<file path="src/rtl/reset_sequencer.sv">
`default_nettype none
// ============================================================================
//  Module      : reset_sequencer
//  Description : Reset generator for downstream active-low async-reset
//                domains. Asserts every domain reset immediately on the
//                board reset, stretches it for a minimum hold time, then
//                releases the domains one by one, synchronously to clk, in
//                a fixed staggered order. Software and watchdog requests
//                restart the hold/release sequence, and the source of the
//                most recent reset is reported on `cause`.
//  Revision    : 1.0  - initial release
// ============================================================================
module reset_sequencer #(
    parameter int SYNC_STAGES = 2,   // deassertion / watchdog synchronizer depth (>= 2)
    parameter int NUM_OUT     = 3,   // number of staged domain resets (1..8)
    parameter int HOLD_CYCLES = 16,  // minimum hold time in cycles (>= 1)
    parameter int STAGE_GAP   = 8,   // cycles between consecutive domain releases (>= 1)
    parameter int CNT_W       = 8    // counter width, holds max(HOLD_CYCLES, STAGE_GAP)
) (
    input  logic               clk,
    input  logic               rst,
    input  logic               sw_req,
    input  logic               wdt_req,
    output logic [NUM_OUT-1:0] rstn_out,
    output logic               rst_done,
    output logic               busy,
    output logic [1:0]         cause
);

    // ------------------------------------------------------------------------
    // Constants
    // ------------------------------------------------------------------------
    localparam logic [1:0] c_CAUSE_POR = 2'b01;
    localparam logic [1:0] c_CAUSE_SW  = 2'b10;
    localparam logic [1:0] c_CAUSE_WDT = 2'b11;

    localparam logic [CNT_W-1:0]   c_CNT_ZERO  = '0;
    localparam logic [CNT_W-1:0]   c_CNT_ONE   = CNT_W'(1);
    localparam logic [CNT_W-1:0]   c_HOLD_LAST = CNT_W'(HOLD_CYCLES - 1);
    localparam logic [CNT_W-1:0]   c_GAP_LAST  = CNT_W'(STAGE_GAP - 1);
    localparam logic [NUM_OUT-1:0] c_RSTN_ONE  = NUM_OUT'(1);

    // Sequencer states, explicitly encoded
    typedef enum logic [1:0] {
        ST_RESET   = 2'd0,
        ST_HOLD    = 2'd1,
        ST_RELEASE = 2'd2,
        ST_RUN     = 2'd3
    } state_t;

    // ------------------------------------------------------------------------
    // Registers
    // ------------------------------------------------------------------------
    logic [SYNC_STAGES-1:0] r_rst_sync;
    logic [SYNC_STAGES-1:0] r_wdt_sync;
    logic                   r_wdt_prev;
    state_t                 r_state;
    logic [CNT_W-1:0]       r_cnt;
    logic [NUM_OUT-1:0]     r_rstn;
    logic                   r_done;
    logic                   r_busy;
    logic [1:0]             r_cause;

    // ------------------------------------------------------------------------
    // Combinational helpers
    // ------------------------------------------------------------------------
    logic                   w_rst_s;
    logic                   w_wdt_lvl;
    logic                   w_wdt_edge;
    logic                   w_req;
    logic [1:0]             w_req_cause;
    logic [NUM_OUT-1:0]     w_rstn_shift;
    logic                   w_rstn_full;

    // Internal reset, released SYNC_STAGES edges after rst falls
    assign w_rst_s     = r_rst_sync[SYNC_STAGES-1];

    // Watchdog request is the rising edge of the synchronized level
    assign w_wdt_lvl   = r_wdt_sync[SYNC_STAGES-1];
    assign w_wdt_edge  = w_wdt_lvl & ~r_wdt_prev;

    // Any request; the watchdog wins when both arrive in the same cycle
    assign w_req       = sw_req | w_wdt_edge;
    assign w_req_cause = w_wdt_edge ? c_CAUSE_WDT : c_CAUSE_SW;

    // Next thermometer value: release one more domain, lowest bit first
    assign w_rstn_shift = (r_rstn << 1) | c_RSTN_ONE;
    assign w_rstn_full  = &w_rstn_shift;

    // ------------------------------------------------------------------------
    // Reset deassertion synchronizer: set asynchronously, shifts zeros in
    // ------------------------------------------------------------------------
    always_ff @(posedge clk or posedge rst) begin
        if (rst) begin
            r_rst_sync <= '1;
        end else begin
            r_rst_sync <= {r_rst_sync[SYNC_STAGES-2:0], 1'b0};
        end
    end

    // ------------------------------------------------------------------------
    // Watchdog level synchronizer plus previous-value flop for edge detection
    // ------------------------------------------------------------------------
    always_ff @(posedge clk or posedge rst) begin
        if (rst) begin
            r_wdt_sync <= '0;
            r_wdt_prev <= 1'b0;
        end else begin
            r_wdt_sync <= {r_wdt_sync[SYNC_STAGES-2:0], wdt_req};
            r_wdt_prev <= w_wdt_lvl;
        end
    end

    // ------------------------------------------------------------------------
    // Sequencer FSM with registered domain resets, done, busy and cause
    // ------------------------------------------------------------------------
    always_ff @(posedge clk or posedge rst) begin
        if (rst) begin
            r_state <= ST_RESET;
            r_cnt   <= c_CNT_ZERO;
            r_rstn  <= '0;
            r_done  <= 1'b0;
            r_busy  <= 1'b1;
            r_cause <= c_CAUSE_POR;
        end else begin
            case (r_state)
                // Wait for the synchronized internal reset to drop.
                // rst_s fell on the previous edge, which already counts as
                // the first hold cycle, so the counter resumes from one.
                ST_RESET: begin
                    if (!w_rst_s) begin
                        if (HOLD_CYCLES == 1) begin
                            r_rstn  <= w_rstn_shift;
                            r_busy  <= ~w_rstn_full;
                            r_cnt   <= c_CNT_ZERO;
                            r_state <= w_rstn_full ? ST_RUN : ST_RELEASE;
                        end else begin
                            r_cnt   <= c_CNT_ONE;
                            r_state <= ST_HOLD;
                        end
                    end
                end

                // Stretch reset; a new request restarts the hold window
                ST_HOLD: begin
                    if (w_req) begin
                        r_cnt   <= c_CNT_ZERO;
                        r_cause <= w_req_cause;
                    end else if (r_cnt >= c_HOLD_LAST) begin
                        r_rstn  <= w_rstn_shift;
                        r_busy  <= ~w_rstn_full;
                        r_cnt   <= c_CNT_ZERO;
                        r_state <= w_rstn_full ? ST_RUN : ST_RELEASE;
                    end else begin
                        r_cnt   <= r_cnt + c_CNT_ONE;
                    end
                end

                // Release the remaining domains every STAGE_GAP cycles
                ST_RELEASE: begin
                    if (w_req) begin
                        r_state <= ST_HOLD;
                        r_cnt   <= c_CNT_ZERO;
                        r_rstn  <= '0;
                        r_busy  <= 1'b1;
                        r_done  <= 1'b0;
                        r_cause <= w_req_cause;
                    end else if (r_cnt >= c_GAP_LAST) begin
                        r_rstn  <= w_rstn_shift;
                        r_busy  <= ~w_rstn_full;
                        r_cnt   <= c_CNT_ZERO;
                        if (w_rstn_full) begin
                            r_state <= ST_RUN;
                        end
                    end else begin
                        r_cnt   <= r_cnt + c_CNT_ONE;
                    end
                end

                // All domains out of reset; done follows one edge later
                ST_RUN: begin
                    if (w_req) begin
                        r_state <= ST_HOLD;
                        r_cnt   <= c_CNT_ZERO;
                        r_rstn  <= '0;
                        r_busy  <= 1'b1;
                        r_done  <= 1'b0;
                        r_cause <= w_req_cause;
                    end else begin
                        r_done  <= 1'b1;
                    end
                end

                default: begin
                    r_state <= ST_RESET;
                end
            endcase
        end
    end

    // ------------------------------------------------------------------------
    // Outputs come straight from flops
    // ------------------------------------------------------------------------
    assign rstn_out = r_rstn;
    assign rst_done = r_done;
    assign busy     = r_busy;
    assign cause    = r_cause;

endmodule
`default_nettype wire
</file>
<file path="config.mk">
export PLATFORM = sky130hd
export DESIGN_NAME = reset_sequencer
export DESIGN_NICKNAME = d
export VERILOG_FILES = /design/src/rtl/reset_sequencer.sv
export SDC_FILE = /design/constraint.sdc
export NUM_CORES = 1
export LEC_CHECK = 0
export ABC_CLOCK_PERIOD_IN_PS = 3400
export BUFFER_PORTS_ARGS = -buffer_cell sky130_fd_sc_hd__buf_2
export CAP_MARGIN = 25
export CORE_MARGIN = 8
export CORE_UTILIZATION = 55
export DETAILED_ROUTE_END_ITERATION = 12
export PLACE_DENSITY = 0.73
export SYNTH_ARGS = -nofsm -noshare
export SYNTH_HDL_FRONTEND = slang
export SYNTH_SLANG_ARGS = --single-unit
</file>
<file path="constraint.sdc">
create_clock -name clk -period 3.4 [get_ports clk]
set_input_delay 0.51 -clock clk [delete_from_list [all_inputs] [get_ports clk]]
set_output_delay 0.51 -clock clk [all_outputs]
set_load 0.02 [all_outputs]
</file>
-- Word-level counts from Yosys, hierarchy flattened
Cells that the tools add are included.
- flip-flop bits (word level): 22
- logic and storage cells: 68
- $add $sub $neg: 1
- $lt $le $gt $ge: 2
- eq/ne operators: 10
- mux-type cells: 32
- bitwise operators: 4
- reductions and logical operators: 10
- operator list (kind ; number):
    8-bit two-way mux ; 6
    8-bit one-hot mux with 4 select lines ; 1
    3-bit two-way mux ; 5
    2-bit two-way mux ; 7
    2-bit inequality test, second input constant ; 5
    1-bit two-way mux ; 9
    3-bit one-hot mux with 3 select lines ; 1
    8-bit by 1-bit adder with 8-bit output, second input constant ; 1
    8-bit by 3-bit greater-or-equal comparator with 1-bit output, second input constant ; 1
    8-bit by 4-bit greater-or-equal comparator with 1-bit output, second input constant ; 1
    2-bit one-hot mux with 4 select lines ; 1
    2-bit AND reduction ; 4
    3-bit inequality test, second input constant ; 2
    6-bit AND reduction ; 1
    5-bit AND reduction ; 1
    2-bit equality test, second input constant ; 2
    1-bit one-hot mux with 3 select lines ; 1
    3-bit nonzero test ; 1
    3-bit OR reduction ; 1
    2-bit by 1-bit equality test with 1-bit output, second input constant ; 1
    2-bit logical NOT ; 1
    1-bit NOT ; 2
    1-bit one-hot mux with 2 select lines ; 1
    2-bit nonzero test ; 1
    other kinds (2) ; 2

-- Logic depth before layout (Yosys ltp)
Gate-level depths: netlist (run 1).
- depth in word-level cells: 5
- depth in mapped cells: 7
- depth with buffers taken out: 7

-- Worst setup path after synthesis (run 1)
OpenSTA, ideal clock, no wires.
- path kind: register to register
- start: register r_state[0]
- end: register r_cnt[2]
- arrival time: 1.535 ns
- data required time: 3.336 ns
- setup slack: 1.801 ns
- cell stages (with the launch flop): 7
- path through: dfrtp_1 > ha_1 > a32o_1 > buf_2 > nor4b_1 > o21a_1 > a21o_1
- word-level cells in the longest chain between the ends: 3
- elaborated cells on any way between the ends: 8
- classes of those cells: 5 x eq/ne; 1 x mux; 2 x reduce/logical
- RTL lines (item ; line ; source):
    start, declared ; 57 ; state_t r_state;
    start signal, assigned ; 136 ; r_state <= w_rstn_full ? ST_RUN : ST_RELEASE;
    start signal, assigned ; 153 ; r_state <= w_rstn_full ? ST_RUN : ST_RELEASE;
    2-bit equality test or 2-bit logical NOT (tied branches) ; 126 ; case (r_state)
    2-bit inequality test (no line) ; -- ;
    2-bit AND reduction (no line) ; -- ;
    end signal, assigned ; 120 ; r_cnt <= c_CNT_ZERO;
    end signal, assigned ; 135 ; r_cnt <= c_CNT_ZERO;
    end signal, assigned ; 138 ; r_cnt <= c_CNT_ONE;
    end, declared ; 58 ; logic [CNT_W-1:0] r_cnt;
Parallel ways exist; a longest one is shown, timed or not.
A chain may end at the register's enable or synchronous reset.

-- Worst setup path in the final report (run 1)
- start: register r_state[0]
- end: register r_state[0]
- word-level cells in the longest chain between the ends: 3
- elaborated cells on any way between the ends: 12
- classes of those cells: 9 x eq/ne; 1 x mux; 2 x reduce/logical
- RTL lines (item ; line):
    2-bit equality test (tied with other cells) ; 126
    3-bit inequality test (no line) or 2-bit inequality test (tied branches) ; --
    6-bit AND reduction (no line) ; --
Parallel ways exist; a longest one is shown, timed or not.

==> results.sh, run 1 <==
export IMPL_fin_crit_sh=0.5890
export IMPL_pre_cts_ws_ps=1443
export IMPL_cp_end_kind="register"
export IMPL_clock_skew_ps=7.295
export IMPL_crit_chain="inv_1, ha_1, a32o_1, a2111oi_4, mux2i_1"
export IMPL_h_tree_depth=1
export IMPL_core_area_um2=1942
export IMPL_grt_pass1_wl_mm=3.532
export IMPL_layout_common_cells="dfrtp_1 (18), buf_2 (10), inv_1 (9), o21ai_0 (9)"
export IMPL_grt_ovfl_total=0
export IMPL_critical_path_class="reg -> reg"
export IMPL_via_count=762
export IMPL_viasPerCell=5.522
export IMPL_final_common_cell="dfrtp_1"
export IMPL_place_congestion=0.8019
export IMPL_drc=0
export IMPL_power_density_nw_per_um2=850.0
export IMPL_synth_cells=100
export IMPL_ant_nets=0
export IMPL_clock_path_buffers=2
export IMPL_drive_gt1_frac=0.2342
export IMPL_final_area_um2=1245
export IMPL_dieWidth_um=61.17
export IMPL_worst_path_buf_inv=1
export IMPL_fmax_ghz=0.4994
export IMPL_yosys_area_top_type="dfrtp_1"
export IMPL_cp_arrival_ps=2250
export IMPL_grt_pass1_vias=784
export IMPL_r2r_start="r_state[0]$_DFFE_PP0P_"
export IMPL_ys_warnings_count=0
export IMPL_min_path_type="in -> reg"
export IMPL_grt_start_max_net_pins=23
export IMPL_grt_antenna_before_repair=0
export IMPL_first_pass_iters=4
export IMPL_yosys_top_cells_area="dfrtp_1 (40%), dfstp_2 (9.4%), ha_1 (5.6%)"
export IMPL_critPathMaxStageDelay_ps=440
export IMPL_dieArea_um2=3742
export IMPL_ys_types=38
export IMPL_hp_start="wdt_req"
export IMPL_rsz0062_at_grt="no"
export IMPL_min_to="r_wdt_sync[0]$_DFF_PP0_"
export IMPL_grtUsageTotal=0.1252
export IMPL_fin_cells=138
export IMPL_syn_num_nets=109
export IMPL_antennaDiodeCount=0
export IMPL_synth_area_um2=1122
export IMPL_num_io_pins=11
export IMPL_max_slew_margin_rel=0.4589
export IMPL_ir_worst_vdd_uv=492.1
export IMPL_p_leak_nw=0.5669
export IMPL_dp_hpwl_mm=1.454
export IMPL_cts_sinks=22
export IMPL_status="finished, final reports clean"
export IMPL_reg2regPathDepth=5
export IMPL_min_path_cells=1
export IMPL_clk_pin_slew_ps=130
export IMPL_n_fill_cell=159
export IMPL_r2r_slack_ps=1400
export IMPL_drv_slew=0
export IMPL_setup_viol=0
export IMPL_cpMaxStageDelayCell="a2111oi_4"
export IMPL_crit_family="compound AO/OA/AOI/OAI gates"
export IMPL_crit_path_max_fanout=12
export IMPL_ys_seq_area_frac=0.4950
export IMPL_wirelength_mm=2.040
export IMPL_worstSkewPairLatency_ps=320
export IMPL_initial_core_util=0.5780
export IMPL_area_growth_pct=10.92
export IMPL_total_power_mw=1.058
export IMPL_cts_tree="done"
export IMPL_startpoint_type="register"
export IMPL_cts_resized=0
export IMPL_place_area_um2=1192
export IMPL_maxCapViolations=0
export IMPL_num_nets_final=121
export IMPL_setup_ws_ps=1398
export IMPL_post_cts_buffers=0
export IMPL_synth_seq_cells=22
export IMPL_die_h_um=61.17
export IMPL_placed_cells=134
export IMPL_post_drt_wl_per_cell_um=14.78
export IMPL_port_buffers=10
export IMPL_tightestPinTransition_ps=810.7
export IMPL_cts_made_buffers=3
export IMPL_drt_iter0_drc=17
export IMPL_row_count=16
export IMPL_critPathRequiredTime_ps=3650
export IMPL_fin_setup_tns_ps=0
export IMPL_r2r_end="r_state[0]$_DFFE_PP0P_"
export IMPL_hold_buffers=0
export IMPL_cts_root_buf="clkbuf_4"
export IMPL_syn_avg_cell_area_um2=11.22
export IMPL_synth_top_area_frac=0.4013
export IMPL_hold_viol_final=0
export IMPL_layout_min_cycle_time_ps=2002
[registers in the layout, indices dropped and copies added, names as in the netlist]
name / flops
r_wdt_sync: 2
r_wdt_prev: 1
rst_done: 1
r_state: 2
r_rst_sync: 2
r_cnt: 8
rstn_out: 3
cause: 2
busy: 1
[worst max-delay path by stage]
stage	startpoint	cells after the start	end
finish	r_state[0]$_DFFE_PP0P_	5	r_state[0]$_DFFE_PP0P_
global route	r_state[0]$_DFFE_PP0P_	5	r_state[1]$_DFFE_PP0P_
CTS	r_state[0]$_DFFE_PP0P_	5	r_state[0]$_DFFE_PP0P_
detailed placement	r_state[0]$_DFFE_PP0P_	5	r_state[0]$_DFFE_PP0P_
global placement	r_state[0]$_DFFE_PP0P_	5	r_state[0]$_DFFE_PP0P_
floorplan	r_state[0]$_DFFE_PP0P_	6	r_cnt[2]$_DFFE_PP0P_
[kinds of logic (layout without fill, tap and decap cells)]
group                      Yosys count  after routing  share of synthesized area
DFF                                 22             22                     0.4950
AOI/OAI and AO/OA                   26             26                     0.1951
buffers and inverters               12             23                    0.04236
adders and majority gates            5              5                    0.05574
other                                1              1                   0.003341
and+or+nand+nor                     28             28                     0.1550
muxes                                6              6                    0.05351
[cell usage after synthesis (all sizes together)]
cell type / number
mux2i: 6
ha: 5
clkbuf: 1
conb: 1
dfstp: 4
a21oi: 2
nand3: 1
or4: 1
nor3: 3
a21o: 1
o21a: 2
nand4: 1
inv: 9
nand2: 6
nor2: 2
o21bai: 1
and3: 1
dfrtp: 18
and2: 7
nand2b: 2
a22oi: 1
a31oi: 1
o31ai: 1
a211oi: 2
buf: 2
nor2b: 1
a311oi: 1
a32o: 2
nor4b: 1
nor3b: 2
o21ai: 11
a2111oi: 1
[routing by layer]
metal | track usage | share of wire
met1 | 0.1642 | 0.50
met2 | 0.1925 | 0.44
met3 | 0.02296 | 0.039
met4 | 0.05980 | 0.018
met5 | 0 | 0
[metrics by stage]
stage	hold slack, ps	utilization
floorplan	331.2	-
global placement	342.9	0.6140
detailed placement	341.8	0.6140
CTS	290.8	0.6411
global route	281.8	0.6411
finish	286.4	0.6411
[worst reg2reg max path, cell delays in order, from the launching register on]
cell and delay, ps:
dfrtp_1 400, inv_1 90, ha_1 350, a32o_1 420, a2111oi_4 450, mux2i_1 230
[area by class of cell]
class                   count  area [µm²]  share of cell area
repair buffers             10       50.05             0.04020
flip-flops and latches     22       555.5              0.4462
clock inverters             1       30.03             0.02412
inverters                   9       33.78             0.02714
multi-input cells          66       519.2              0.4171
clock buffers               3       22.52             0.01809
well taps                  27       33.78             0.02714
[where the power goes]
part	switching (mW)	internal [mW]
clock network	0.0851	0.119
logic	0.289	0.189
registers	0.0478	0.328
No activity file was read; power rests on OpenSTA's default activity.
==> run 2: changes to the inputs <==
- ABC_CLOCK_PERIOD_IN_PS: 3400 -> 1900
- clock period: 3.4 -> 1.9 ns (I/O delays scaled with it)
==> run 2 against run 1 <==
  * Global-route usage is 0.11 points lower
  * Via count is 3.0% higher
  * Highest routed layer unchanged
  * First-iteration DRC count is 53% higher
  * Utilization is 1.6 points higher
  * Non-clock buffer count is 6 higher
  * Total power is 73% higher
  * Clock skew is 6.1 ps lower
==> results.sh, run 2 (synthesized netlist as in run 1, its figures left out) <==
export IMPL_die_h_um=61.17
export IMPL_final_common_cell="dfrtp_1"
export IMPL_dieWidth_um=61.17
export IMPL_cts_resized=0
export IMPL_critical_path_class="reg -> reg"
export IMPL_layout_common_cells="dfrtp_1 (18), buf_2 (10), inv_1 (9), o21ai_0 (9)"
export IMPL_maxCapViolations=0
export IMPL_drt_iter0_drc=26
export IMPL_hold_viol_final=0
export IMPL_setup_viol=0
export IMPL_crit_path_max_fanout=8
export IMPL_hold_buffers=1
export IMPL_cts_tree="done"
export IMPL_setup_ws_ps=179.5
export IMPL_startpoint_type="register"
export IMPL_p_switching_mw=0.7461
export IMPL_regMostFlops="r_cnt"
export IMPL_pre_cts_ws_ps=213.3
export IMPL_place_area_um2=1230
export IMPL_critPathRequiredTime_ps=2140
export IMPL_core_area_um2=1942
export IMPL_pwr_share_clk=0.140
export IMPL_crit_family="simple AND/OR/NAND/NOR gates"
export IMPL_num_nets_final=127
export IMPL_status="finished, final reports clean"
export IMPL_h_tree_depth=1
export IMPL_crit_chain="inv_1, ha_1, nand2b_1, a31oi_4, nor3b_2, mux2i_1"
export IMPL_initial_core_util=0.5780
export IMPL_antennaDiodeCount=0
export IMPL_rsz0062_at_grt="no"
export IMPL_port_buffers=10
export IMPL_viasPerCell=5.451
export IMPL_clock_path_buffers=2
export IMPL_layout_min_cycle_time_ps=1720
export IMPL_num_io_pins=11
export IMPL_cts_made_buffers=3
export IMPL_cp_end_kind="register"
export IMPL_drive_gt1_frac=0.2650
export IMPL_ir_worst_vdd_uv=852.9
export IMPL_fin_cells=144
export IMPL_cp_arrival_ps=1960
export IMPL_p_leak_nw=0.5898
export IMPL_grt_antenna_before_repair=0
export IMPL_first_pass_iters=4
export IMPL_worstSkewPairLatency_ps=300
export IMPL_total_power_mw=1.826
export IMPL_wirelength_mm=2.051
export IMPL_cts_sinks=22
export IMPL_grt_pass1_wl_mm=3.498
export IMPL_cpMaxStageDelayCell="dfrtp_1"
export IMPL_postLayoutCoreUtil=0.6572
export IMPL_cts_root_buf="clkbuf_4"
export IMPL_fmax_ghz=0.5812
export IMPL_area_growth_pct=13.71
export IMPL_min_path_type="in -> reg"
export IMPL_seqPwrFrac=0.372
export IMPL_critPathMaxStageDelay_ps=400
export IMPL_via_count=785
export IMPL_drc=0
export IMPL_power_density_nw_per_um2=1431
export IMPL_swShare=0.4086
export IMPL_dp_hpwl_mm=1.491
export IMPL_dieArea_um2=3742
export IMPL_fin_crit_sh=0.9055
export IMPL_placed_cells=139
export IMPL_hold_slack_ps=76.86
export IMPL_clock_skew_ps=1.172
export IMPL_p_int_mw=1.080
export IMPL_worst_path_buf_inv=1
export IMPL_n_fill_cell=170
export IMPL_ant_nets=0
export IMPL_post_cts_buffers=0
export IMPL_grtUsageTotal=0.1241
export IMPL_grt_pass1_vias=834
export IMPL_grt_start_max_net_pins=23
export IMPL_place_congestion=0.8209
export IMPL_grt_ovfl_total=0
export IMPL_row_count=16
export IMPL_drv_slew=0
export IMPL_fin_setup_tns_ps=0
export IMPL_post_drt_wl_per_cell_um=14.24
export IMPL_final_area_um2=1276
export IMPL_largest_register_ffs=8
export IMPL_p_comb_frac=0.488
export IMPL_clk_pin_slew_ps=120
[run 2: worst paths after layout]
kind / start / to / slack [ps] / cells past startpoint
max: r_state[1]$_DFFE_PP0P_ / rstn_out[1]$_DFFE_PP0P_ / 180 / 6
min: wdt_req / r_wdt_sync[0]$_DFF_PP0_ / 80 / 1
max reg2reg: r_state[1]$_DFFE_PP0P_ / rstn_out[1]$_DFFE_PP0P_ / 180 / 6
min reg2reg: r_rst_sync[0]$_DFF_PP1_ / r_rst_sync[1]$_DFF_PP1_ / 360 / 0
max in group asynchronous: rst / busy$_DFFE_PP1P_ / 1100 / 4
min in group asynchronous: rst / r_wdt_sync[0]$_DFF_PP0_ / 530 / 4
[run 2: power by group through the flow]
| stage | Sequential [mW] | Combinational (mW) | Clock [mW] |
|---|---|---|---|
| 3_5_place_dp | 0.687 | 0.893 | 0 |
| 4_1_cts | 0.680 | 0.896 | 0.261 |
| 2_1_floorplan | 0.740 | 0.608 | 0 |
| 6_report | 0.679 | 0.891 | 0.255 |
| 5_1_grt | 0.693 | 0.989 | 0.284 |
| 3_3_place_gp | 0.679 | 0.876 | 0 |
[run 2: cell type report]
cell class                      count  area, µm²  area share
Sequential cell                    22      555.5      0.4353
Multi-Input combinational cell     66      519.2      0.4069
Timing Repair Buffer               16      97.59     0.07647
Clock buffer                        4      36.28     0.02843
Inverter                            9      33.78     0.02647
Tap cell                           27      33.78     0.02647
[run 2: metal layers]
metal | vias to the layer above | global-route usage | wire length, µm
met3 | 6 | 0.02714 | 91
met1 | 373 | 0.1476 | 1011
li1 | 384 | - | -
met2 | 22 | 0.2045 | 896
met4 | 0 | 0.06312 | 50
met5 | - | 0 | 0
